File: src/rtl/softplus_pwl_pipe.sv
// -----------------------------------------------------------------------------
// softplus_pwl_pipe
//   Streaming SoftPlus approximation y = max(x,0) + T[seg(x)] on signed
//   fixed-point samples. Three pipeline stages under a single global advance
//   enable, a runtime-writable offset table and a sticky overflow flag.
//
//   Build option: define SOFTPLUS_SAT_EN to clamp overflowing results to the
//   signed DATA_W range; left undefined, results wrap to the low DATA_W bits.
// -----------------------------------------------------------------------------
module softplus_pwl_pipe #(
  parameter int DATA_W = 16,
  parameter int FRAC_W = 8,
  parameter int SEG    = 8,
  localparam int AW    = $clog2(SEG)
) (
  input  logic              clk,
  input  logic              rst,
  input  logic              in_valid,
  output logic              in_ready,
  input  logic [DATA_W-1:0] in_data,
  output logic              out_valid,
  input  logic              out_ready,
  output logic [DATA_W-1:0] out_data,
  input  logic              cfg_we,
  input  logic [AW-1:0]     cfg_addr,
  input  logic [DATA_W-1:0] cfg_data,
  input  logic              ovf_clr,
  output logic              ovf_sticky,
  output logic              busy
);

  // Default table entries are specified in Q.8; rescale to Q.FRAC_W.
  localparam int SHL = (FRAC_W > 8) ? FRAC_W - 8 : 0;
  localparam int SHR = (FRAC_W < 8) ? 8 - FRAC_W : 0;
  localparam logic [DATA_W-1:0] SEG_MAX = DATA_W'(SEG - 1);

  function automatic logic [DATA_W-1:0] reset_entry(input int i);
    logic signed [DATA_W-1:0] base;
    case (i)
      0:       base = DATA_W'(16'h004d);
      1:       base = DATA_W'(16'h0037);
      2:       base = DATA_W'(16'h001f);
      3:       base = DATA_W'(16'h000f);
      4:       base = DATA_W'(16'h0007);
      5:       base = DATA_W'(16'h0002);
      6:       base = DATA_W'(16'h0001);
      default: base = '0;
    endcase
    return $unsigned((base <<< SHL) >>> SHR);
  endfunction

  // Pipeline state
  logic              r_s0_valid;
  logic [DATA_W-1:0] r_s0_x;
  logic              r_s1_valid;
  logic [DATA_W-1:0] r_s1_t;
  logic [DATA_W-1:0] r_s1_relu;
  logic              r_s2_valid;
  logic [DATA_W-1:0] r_out_data;
  logic              r_ovf;
  logic [DATA_W-1:0] r_table [SEG];

  // Combinational datapath
  logic                     w_en;
  logic signed [DATA_W-1:0] w_ip;
  logic [DATA_W-1:0]        w_mag;
  logic [AW-1:0]            w_idx;
  logic [DATA_W-1:0]        w_relu;
  logic [DATA_W:0]          w_sum;
  logic                     w_ovf;
  logic [DATA_W-1:0]        w_res;

  // One enable advances every stage; the output stage only frees up when
  // it is empty or being drained this cycle.
  assign w_en       = ~r_s2_valid | out_ready;
  assign in_ready   = w_en;
  assign out_valid  = r_s2_valid;
  assign out_data   = r_out_data;
  assign ovf_sticky = r_ovf;
  assign busy       = r_s0_valid | r_s1_valid | r_s2_valid;

  // Segment index: integer part of x, mirrored for negatives so that
  // [-1,0) lands on segment 0 and [-k-1,-k) lands on segment k.
  assign w_ip   = $signed(r_s0_x) >>> FRAC_W;
  assign w_mag  = r_s0_x[DATA_W-1] ? ~w_ip : w_ip;
  assign w_relu = r_s0_x[DATA_W-1] ? '0 : r_s0_x;

  // Clamp the segment index to the last table entry.
  // NOTE: w_idx is assigned on every path, so no latch is inferred.
  always_comb begin
    w_idx = AW'(SEG - 1);
    if (w_mag <= SEG_MAX) w_idx = w_mag[AW-1:0];
  end

  // Sum in DATA_W+1 bits; overflow whenever the two top bits disagree.
  assign w_sum = {r_s1_relu[DATA_W-1], r_s1_relu} + {r_s1_t[DATA_W-1], r_s1_t};
  assign w_ovf = w_sum[DATA_W] ^ w_sum[DATA_W-1];

  // Result selection: clamp or wrap depending on the build.
  always_comb begin
    w_res = w_sum[DATA_W-1:0];
`ifdef SOFTPLUS_SAT_EN
    if (w_ovf) w_res = w_sum[DATA_W] ? {1'b1, {(DATA_W-1){1'b0}}}
                                     : {1'b0, {(DATA_W-1){1'b1}}};
`else
    w_res = w_sum[DATA_W-1:0];
`endif
  end

  // Pipeline registers: all stages shift together on w_en, hold otherwise.
  // NOTE: sequential state uses non-blocking assignments so every stage
  // samples the pre-edge value of the stage behind it.
  always_ff @(posedge clk) begin
    if (rst) begin
      r_s0_valid <= 1'b0;
      r_s1_valid <= 1'b0;
      r_s2_valid <= 1'b0;
      r_out_data <= '0;
    end else if (w_en) begin
      r_s0_valid <= in_valid;
      r_s0_x     <= in_data;
      r_s1_valid <= r_s0_valid;
      r_s1_t     <= r_table[w_idx];
      r_s1_relu  <= w_relu;
      r_s2_valid <= r_s1_valid;
      if (r_s1_valid) r_out_data <= w_res;
    end
  end

  // Offset table: written independently of the pipeline enable; a lookup
  // at the same edge as a write sees the old entry.
  // NOTE: the table is a small register array, so it is reset explicitly to
  // its defaults; a RAM macro could not be restored this way.
  always_ff @(posedge clk) begin
    if (rst) begin
      for (int i = 0; i < SEG; i++) r_table[i] <= reset_entry(i);
    end else if (cfg_we) begin
      r_table[cfg_addr] <= cfg_data;
    end
  end

  // Sticky overflow: set when an overflowing sample enters S2, set wins
  // over a simultaneous clear.
  always_ff @(posedge clk) begin
    if (rst) begin
      r_ovf <= 1'b0;
    end else if (w_en && r_s1_valid && w_ovf) begin
      r_ovf <= 1'b1;
    end else if (ovf_clr) begin
      r_ovf <= 1'b0;
    end
  end

endmodule

File: config.mk
export PLATFORM = sky130hd
export DESIGN_NAME = softplus_pwl_pipe
export DESIGN_NICKNAME = d
export VERILOG_FILES = /design/src/rtl/softplus_pwl_pipe.sv
export SDC_FILE = /design/constraint.sdc
export NUM_CORES = 1
export LEC_CHECK = 0
export ABC_AREA = 1
export CAP_MARGIN = 20
export CORE_UTILIZATION = 64
export DETAILED_ROUTE_END_ITERATION = 6
export PLACE_DENSITY = 0.87
export SKIP_CTS_REPAIR_TIMING = 1
export SYNTH_ARGS = -nofsm -noshare
export SYNTH_HDL_FRONTEND = slang
export SYNTH_SLANG_ARGS = --single-unit
File: constraint.sdc
create_clock -name clk -period 8.3 [get_ports clk]
set_input_delay 1.245 -clock clk [delete_from_list [all_inputs] [get_ports clk]]
set_output_delay 1.245 -clock clk [all_outputs]
set_load 0.03 [all_outputs]
### Yosys cells after proc, flatten, opt, wreduce, memory -nomap -nowiden

Memories as Yosys holds them, arrays and structs flattened. A register that Yosys moved wholly into a read port is not among the register bits.
Cells that the tools add are included.

| storage, ports and cells | value |
|---|---|
| bits in writable memories | 128 |
| output and inout port bits | 20 |
| logic and storage cells | 43 |
| flip-flop bits (word level) | 51 |
| input port bits | 41 |
| memories | 1 |

| cells by class | value |
|---|---|
| reductions and logical operators | 6 |
| add/sub/neg operators | 1 |
| order comparisons | 1 |
| mux-type cells | 20 |
| bitwise logic cells | 7 |

Memory list:

| name | depth | width | rd ports | clocked after memory_dff | write ports | line | RTL |
|---|---|---|---|---|---|---|---|
| r_table | 8 | 16 | 1 | 1 | 8 | 61 | `logic [DATA_W-1:0] r_table [SEG];` |

Operators by type and width:

| operator | number |
|---|---|
| two-way mux 16 bit | 10 |
| adder 16 x 16 -> 17 bit | 1 |
| <= comparator 16 x 3 -> 1 bit (second input constant) | 1 |
| inverter 8 -> 16 bit | 1 |
| OR reduction 16 bit | 1 |
| two-way mux 1 bit | 8 |
| two-way mux 3 bit | 2 |
| AND reduction 2 bit | 2 |
| OR 1 bit | 3 |
| logical AND 1 bit | 2 |
| inverter 1 bit | 2 |
| nonzero test 2 bit | 1 |
| XOR 1 bit | 1 |

### Longest topological paths before layout

Gate-level depths: netlist of the first run.

| depth | value |
|---|---|
| depth in word-level cells | 5 |
| mapped depth | 13 |
| gate-level depth less buffers | 13 |

### Least setup slack after synthesis of the first run

No wires, ideal clock.

| timing path | value |
|---|---|
| path type | input-to-reg |
| from | input port rst |
| to | register r_s0_x[0] (enable) |
| required time | 7.849 ns |
| library setup time | 0.451 ns |
| stages | 2 |
| buffers on the path | 1 |
| arrival time | 3.440 ns |
| setup slack | 4.409 ns |
| cells stage by stage | clkbuf_1 > nor2_1 |

| between the ends | value |
|---|---|
| cells in the longest elaborated chain, start to end | 2 |

RTL lines:

| what | line | RTL |
|---|---|---|
| from (decl) | 17 | `input logic rst,` |
| inverter 1 bit (no line) | -- |  |
| AND reduction 2 bit (no line) | -- |  |
| to (signal assigned) | 121 | `r_s0_x <= in_data;` |
| to (decl) | 54 | `logic [DATA_W-1:0] r_s0_x;` |

No other way between the ends.
A chain may end at the register's enable or synchronous reset.

### Final worst setup path of the first run

| timing path | value |
|---|---|
| from | input port out_ready |
| to | output port in_ready |

| between the ends | value |
|---|---|
| cells in the longest elaborated chain, start to end | 1 |

RTL lines:

| what | line | RTL |
|---|---|---|
| from (decl) | 22 | `input logic out_ready,` |
| OR 1 bit | 75 | `assign w_en = ~r_s2_valid \| out_ready;` |
| to (decl) | 19 | `output logic in_ready,` |

No other way between the ends.

==> results.cfg, run 1 <==
[run_status]
run_status = finished clean

[synth]
yosysWarnings = 0
yosysUniqueCellTypes = 28
syn_area_sq_um = 9460
avgSynthCellArea_sq_um = 8.75
synthCells = 1080
synth_nets = 1137
ys_seq_area_share_pct = 59.8
ys_ff_latch = 195

[die]
fp.dieW_um = 124
die_h_um = 124
dieArea_sq_um = 15300
coreArea_sq_um = 14500
io_pins = 61
num_rows = 44
start_util_pct = 65.3

[power_and_ir_drop]
comb_power_share_pct = 12.9
p_sw_w = 0.000586
clockPowerShare_pct = 35.1
ir_drop_v = 0.000177
p_leak_nw = 4.93
powerDensity_nw_per_um2 = 209
seqPwrFrac_pct = 52.0
p_int_w = 0.00165
power.share.switching_pct = 26.2

[finish]
instances_no_fill = 1324
final-seq-area_sq_um = 5660
fin_area_sq_um = 10700
syn_to_final_growth_pct = 13.3
layout_common_cells = nand2_1, nor2_1, inv_1
diodes = 0
drive_above_1_share_pct = 3.95
layout_commonest_cell = nand2_1
fillers = 1023
multi_input_area_sq_um = 2910
fin_nets = 1184

[sta]
hold_viol = 0
period_share_pct = 48.4
drv_slew = 0
relSlewSlack_pct = 25.5
whs_ns = 0.473
worst_slack_ns = 4.29
fin_worst_skew_ns = 0.0131
post-route-min-period_ns = 4.01
rsz0062_at_grt = false
setup_viol = 0
worst_pin_slew_ns = 1.12
fmaxAchievable_mhz = 249
tns_ns = 0

[global_route]
grtUsageTotal_pct = 31.5
grt_pass1_vias = 6656
gr-total-overflow = 0
grt_start_max_net_pins = 97
antenna_found_initial = 0
grt_pass1_wl_um = 34000

[critical_path]
worstRegToRegCells = 9
endpoint = in_ready
crit_path_start = out_ready
crit_arrival_ns = 2.77
end_kind = output pin
reg2reg_to = r_s1_t[15]
critPathKind = in2out
required_ns = 7.05
rrSetupSlack_ns = 4.92
reg2reg_from = r_s0_x[15]
critPathMaxFanout = 6
worstSetupStartpointType = primary input

[clock_tree]
clock_sinks = 195
cts-root-buf = clkbuf_16
cts_buffers = 17
htreeDepth = 4
clk_latency_ns = 0.45
clk_pin_slew_ns = 0.06
cts_tree = built
clockBufferDepth = 2

[drt]
wirelength_um = 22700
drcViolationCount = 0
viasPerCell = 5.54
firstDrtPassIters = 6
antenna_left = 0
wire_per_inst_um = 17.1
drtIter0Drc = 921
dr_total_vias = 7338

[placed_design]
io_buffers = 60
place.gp.congestion = 0.946
post-dp-hpwl_um = 15200
placed_cells = 1292
dp_slack_ns = 4.10
postPlaceCellArea_sq_um = 10200

[min_path]
hold_path_depth = 2
min_path_type = reg2reg

[flow_run]
drv_cap = 0
[cell families (layout without fill, tap and decap cells)]
| group | after synthesis | after routing | share of synthesized area [%] |
|---|---|---|---|
| AND/OR/NAND/NOR | 564 | 564 | 24.0 |
| buffers and inverters | 229 | 289 | 9.51 |
| flip-flops | 195 | 195 | 59.8 |
| AO/OA/AOI/OAI | 68 | 68 | 3.71 |
| adder cells (fa/ha/maj) | 16 | 16 | 2.20 |
| XOR/XNOR | 8 | 8 | 0.741 |
[per-stage QoR]
step,total power (W),util [%]
finish,0.00223,74.0
CTS,0.00223,74.0
floorplan,0.00136,-
global placement,0.00145,70.1
global route,0.00231,74.0
detailed placement,0.00146,70.1
[layout make-up]
class                      instances  share of cell area (%)
clock inverter                    15                    1.23
inverter                         192                    6.75
sequential                       195                    52.8
timing repair buffer              65                    5.96
clock buffer                      17                    3.97
multi-input combinational        656                    27.1
tap                              184                    2.15
[state kept, by name (all words and copies together), names as in the netlist]
name / flops
r_table: 128
ovf_sticky: 1
r_s1_relu: 15
out_data: 16
out_valid: 1
r_s1_valid: 1
r_s0_valid: 1
r_s1_t: 16
r_s0_x: 16
[worst min path at each step]
stage | start | to | slack (ns)
5_1_grt | ovf_sticky | ovf_sticky | 0.51
3_3_place_gp | ovf_sticky | ovf_sticky | 0.45
4_1_cts | ovf_sticky | ovf_sticky | 0.48
6_report | ovf_sticky | ovf_sticky | 0.47
2_1_floorplan | r_s1_valid | r_s1_valid | 0.46
3_5_place_dp | ovf_sticky | ovf_sticky | 0.46
[Yosys cell counts, drive strengths merged]
master / count / area [sq um]
and2: 1 / 6.26
o21ai: 45 / 225
dfxtp: 20 / 400
inv: 192 / 723
or2: 2 / 12.5
edfxtp: 175 / 5260
a21oi: 19 / 95.1
o21bai: 4 / 30.0
nor3: 1 / 5.00
nor2: 203 / 772
buf: 13 / 86.3
xnor2: 2 / 17.5
nand3: 63 / 320
fa: 1 / 20.0
xor2: 6 / 52.6
nand4: 18 / 113
ha: 15 / 188
nand2: 276 / 1040
clkbuf: 24 / 90.1
[critical path, stage by stage]
cell             delay (ns)
clkdlybuf4s50_1        0.40
nor2_1                 0.38
inv_1                  0.13
clkdlybuf4s50_1        0.61
[routing by layer]
metal  up-vias  global-route usage (%)  wire length [um]
met5         -                       0                 0
met1      3369                    36.3              8070
met3        86                    6.60              1820
li1       3495                       -                 -
met4         0                    20.9              1370
met2       388                    53.2             11400
[power groups by stage]
stage | clock, W | sequential [W] | combinational [W]
finish | 0.000783 | 0.00116 | 0.000288
global route | 0.000821 | 0.00117 | 0.000317
CTS | 0.000780 | 0.00116 | 0.000284
detailed placement | 0 | 0.00118 | 0.000279
global placement | 0 | 0.00118 | 0.000270
floorplan | 0 | 0.00119 | 0.000174
No activity file was read; power rests on OpenSTA's default activity.
==> inputs of run 2 (changes only) <==
CORE_UTILIZATION = 59   (was 64)
PLACE_DENSITY = 0.82   (was 0.87)
clock period = 4.03 ns   (was 8.3 ns; I/O delays follow)
==> run 2 against run 1 <==
Compared with the run above: sequential share of layout area down 0.88 points; first-iteration DRC count is 31% lower; combinational power rose by 100%; register-to-register slack worse by 3.8 ns.
==> results.cfg, run 2 (synthesized netlist as in run 1, its figures left out) <==
[placed_design]
post-dp-hpwl_um = 14100
io_buffers = 60
place.gp.congestion = 0.928

[drt]
wire_per_inst_um = 15.4
drtIter0Drc = 637
dr_total_vias = 7165
antenna_left = 0
wirelength_um = 21000
viasPerCell = 5.26
drcViolationCount = 0
firstDrtPassIters = 6

[critical_path]
critPathMaxFanout = 84
crit_path_start = r_s0_x[15]
required_ns = 4.21
cp_slowest_stage_delay_ns = 0.62
worstRegToRegCells = 12
crit_arrival_ns = 3.05
critPathKind = reg2reg
reg2reg_from = r_s0_x[15]
endpoint = r_s1_t[14]
path_buf_inv = 3
crit_top_cell = nand2_1
end_kind = register
worstPathCellList = inv_2, nor2_1, nor2_2, buf_4, nand3_2, buf_12, nand2_1, o21ai_0, nand2_1, nand2_1, nand2_1, nand2_1
slowest_stage = edfxtp_1
reg2reg_to = r_s1_t[14]
rrSetupSlack_ns = 1.16
path_depth = 12
critPathTopFamily = simple AND/OR/NAND/NOR gates
worstSetupStartpointType = register

[sta]
setup_viol = 0
rsz0062_at_grt = false
hold_viol = 0
drv_slew = 0
fmaxAchievable_mhz = 348
worst_pin_slew_ns = 0.804
fin_worst_skew_ns = 0.00915
relSlewSlack_pct = 46.3
period_share_pct = 71.3
post-route-min-period_ns = 2.87
tns_ns = 0

[global_route]
gr-total-overflow = 0
antenna_found_initial = 0
grt_pass1_wl_um = 33300
grt_pass1_vias = 6831
grtUsageTotal_pct = 27.1
grt_start_max_net_pins = 85

[die]
start_util_pct = 61.3
num_rows = 45
io_pins = 61
dieArea_sq_um = 16500
die_h_um = 129
coreArea_sq_um = 15400
fp.dieW_um = 129

[clock_tree]
clk_latency_ns = 0.44
cts_tree = built
cts_buffers = 17
htreeDepth = 4
clk_pin_slew_ns = 0.07
clockBufferDepth = 2
clock_sinks = 195
cts-root-buf = clkbuf_16

[min_path]
min_path_type = reg2reg

[power_and_ir_drop]
powerDensity_nw_per_um2 = 431
p_leak_nw = 5.00
fin_total_pwr_w = 0.00469
ir_drop_v = 0.000341

[finish]
diodes = 0
layout_commonest_cell = nand2_1
drive_above_1_share_pct = 4.87
fin_nets = 1195
regMostFlops = r_table
fillers = 1187
largest_reg_flops = 128
syn_to_final_growth_pct = 15.2
utilization_pct = 70.6
layout_common_cells = nand2_1, nor2_1, inv_1

[run_status]
run_status = finished clean

[flow_run]
drv_cap = 0
run 2: cell types whose count changed in the layout (fill, tap and decap cells not counted):
cell,delta
buf_12,+1
buf_16,+1
buf_4,+9
bufinv_16,+2
clkbuf_1,+2
clkinv_1,-3
clkinv_2,-2
clkinv_4,+1
clkinv_8,-1
clkinvlp_4,+3
inv_6,-2
inv_8,-1
run 2: routing by layer:
metal  vias up  share of wire (%)  track usage (%)
met1      3273                 39             33.1
met2       328                 51             47.4
met3        49                7.3             4.12
met4         0                2.7             12.7
li1       3515                  -                -
met5         -                  0                0
run 2: per-stage QoR:
| stage | instances | worst slack (ns) | instance area [sq um] | hold WS [ns] |
|---|---|---|---|---|
| after floorplan | 1080 | 0.779 | 9460 | 0.464 |
| after detailed placement | 1329 | 0.894 | 10300 | 0.472 |
| after global placement | 1329 | 0.984 | 10300 | 0.450 |
| after global routing | 1361 | 0.971 | 10900 | 0.511 |
| final | 1361 | 1.16 | 10900 | 0.478 |
| after CTS | 1360 | 0.841 | 10900 | 0.481 |
run 2: power by group:
| part | total, W | internal [W] | switching, W |
|---|---|---|---|
| clock | 0.00172 | 0.000975 | 0.000743 |
| combinational | 0.000579 | 0.000201 | 0.000378 |
| sequential | 0.00239 | 0.00234 | 0.0000490 |
| total | 0.00469 | 0.00352 | 0.00117 |
run 2: cell type report:
cell class	instances	area (sq um)	area share, %
Clock buffer	19	433	3.97
Clock inverter	12	156	1.44
Inverter	192	723	6.64
Multi-Input combinational cell	656	2910	26.7
Sequential cell	195	5660	51.9
Tap cell	211	264	2.42
Timing Repair Buffer	76	753	6.91
run 2: tightest hold or removal path: stages, from the launching register on:
cell	delay, ns
dfxtp_1	0.31
nand2_1	0.07
a21oi_1	0.06
run 2: worst min-delay path by stage:
stage | depth (start not counted) | from | end | slack, ns
2_1_floorplan | 2 | r_s1_valid | r_s1_valid | 0.46
5_1_grt | 2 | ovf_sticky | ovf_sticky | 0.51
4_1_cts | 2 | ovf_sticky | ovf_sticky | 0.48
3_3_place_gp | 2 | ovf_sticky | ovf_sticky | 0.45
3_5_place_dp | 2 | ovf_sticky | ovf_sticky | 0.47
6_report | 2 | ovf_sticky | ovf_sticky | 0.48
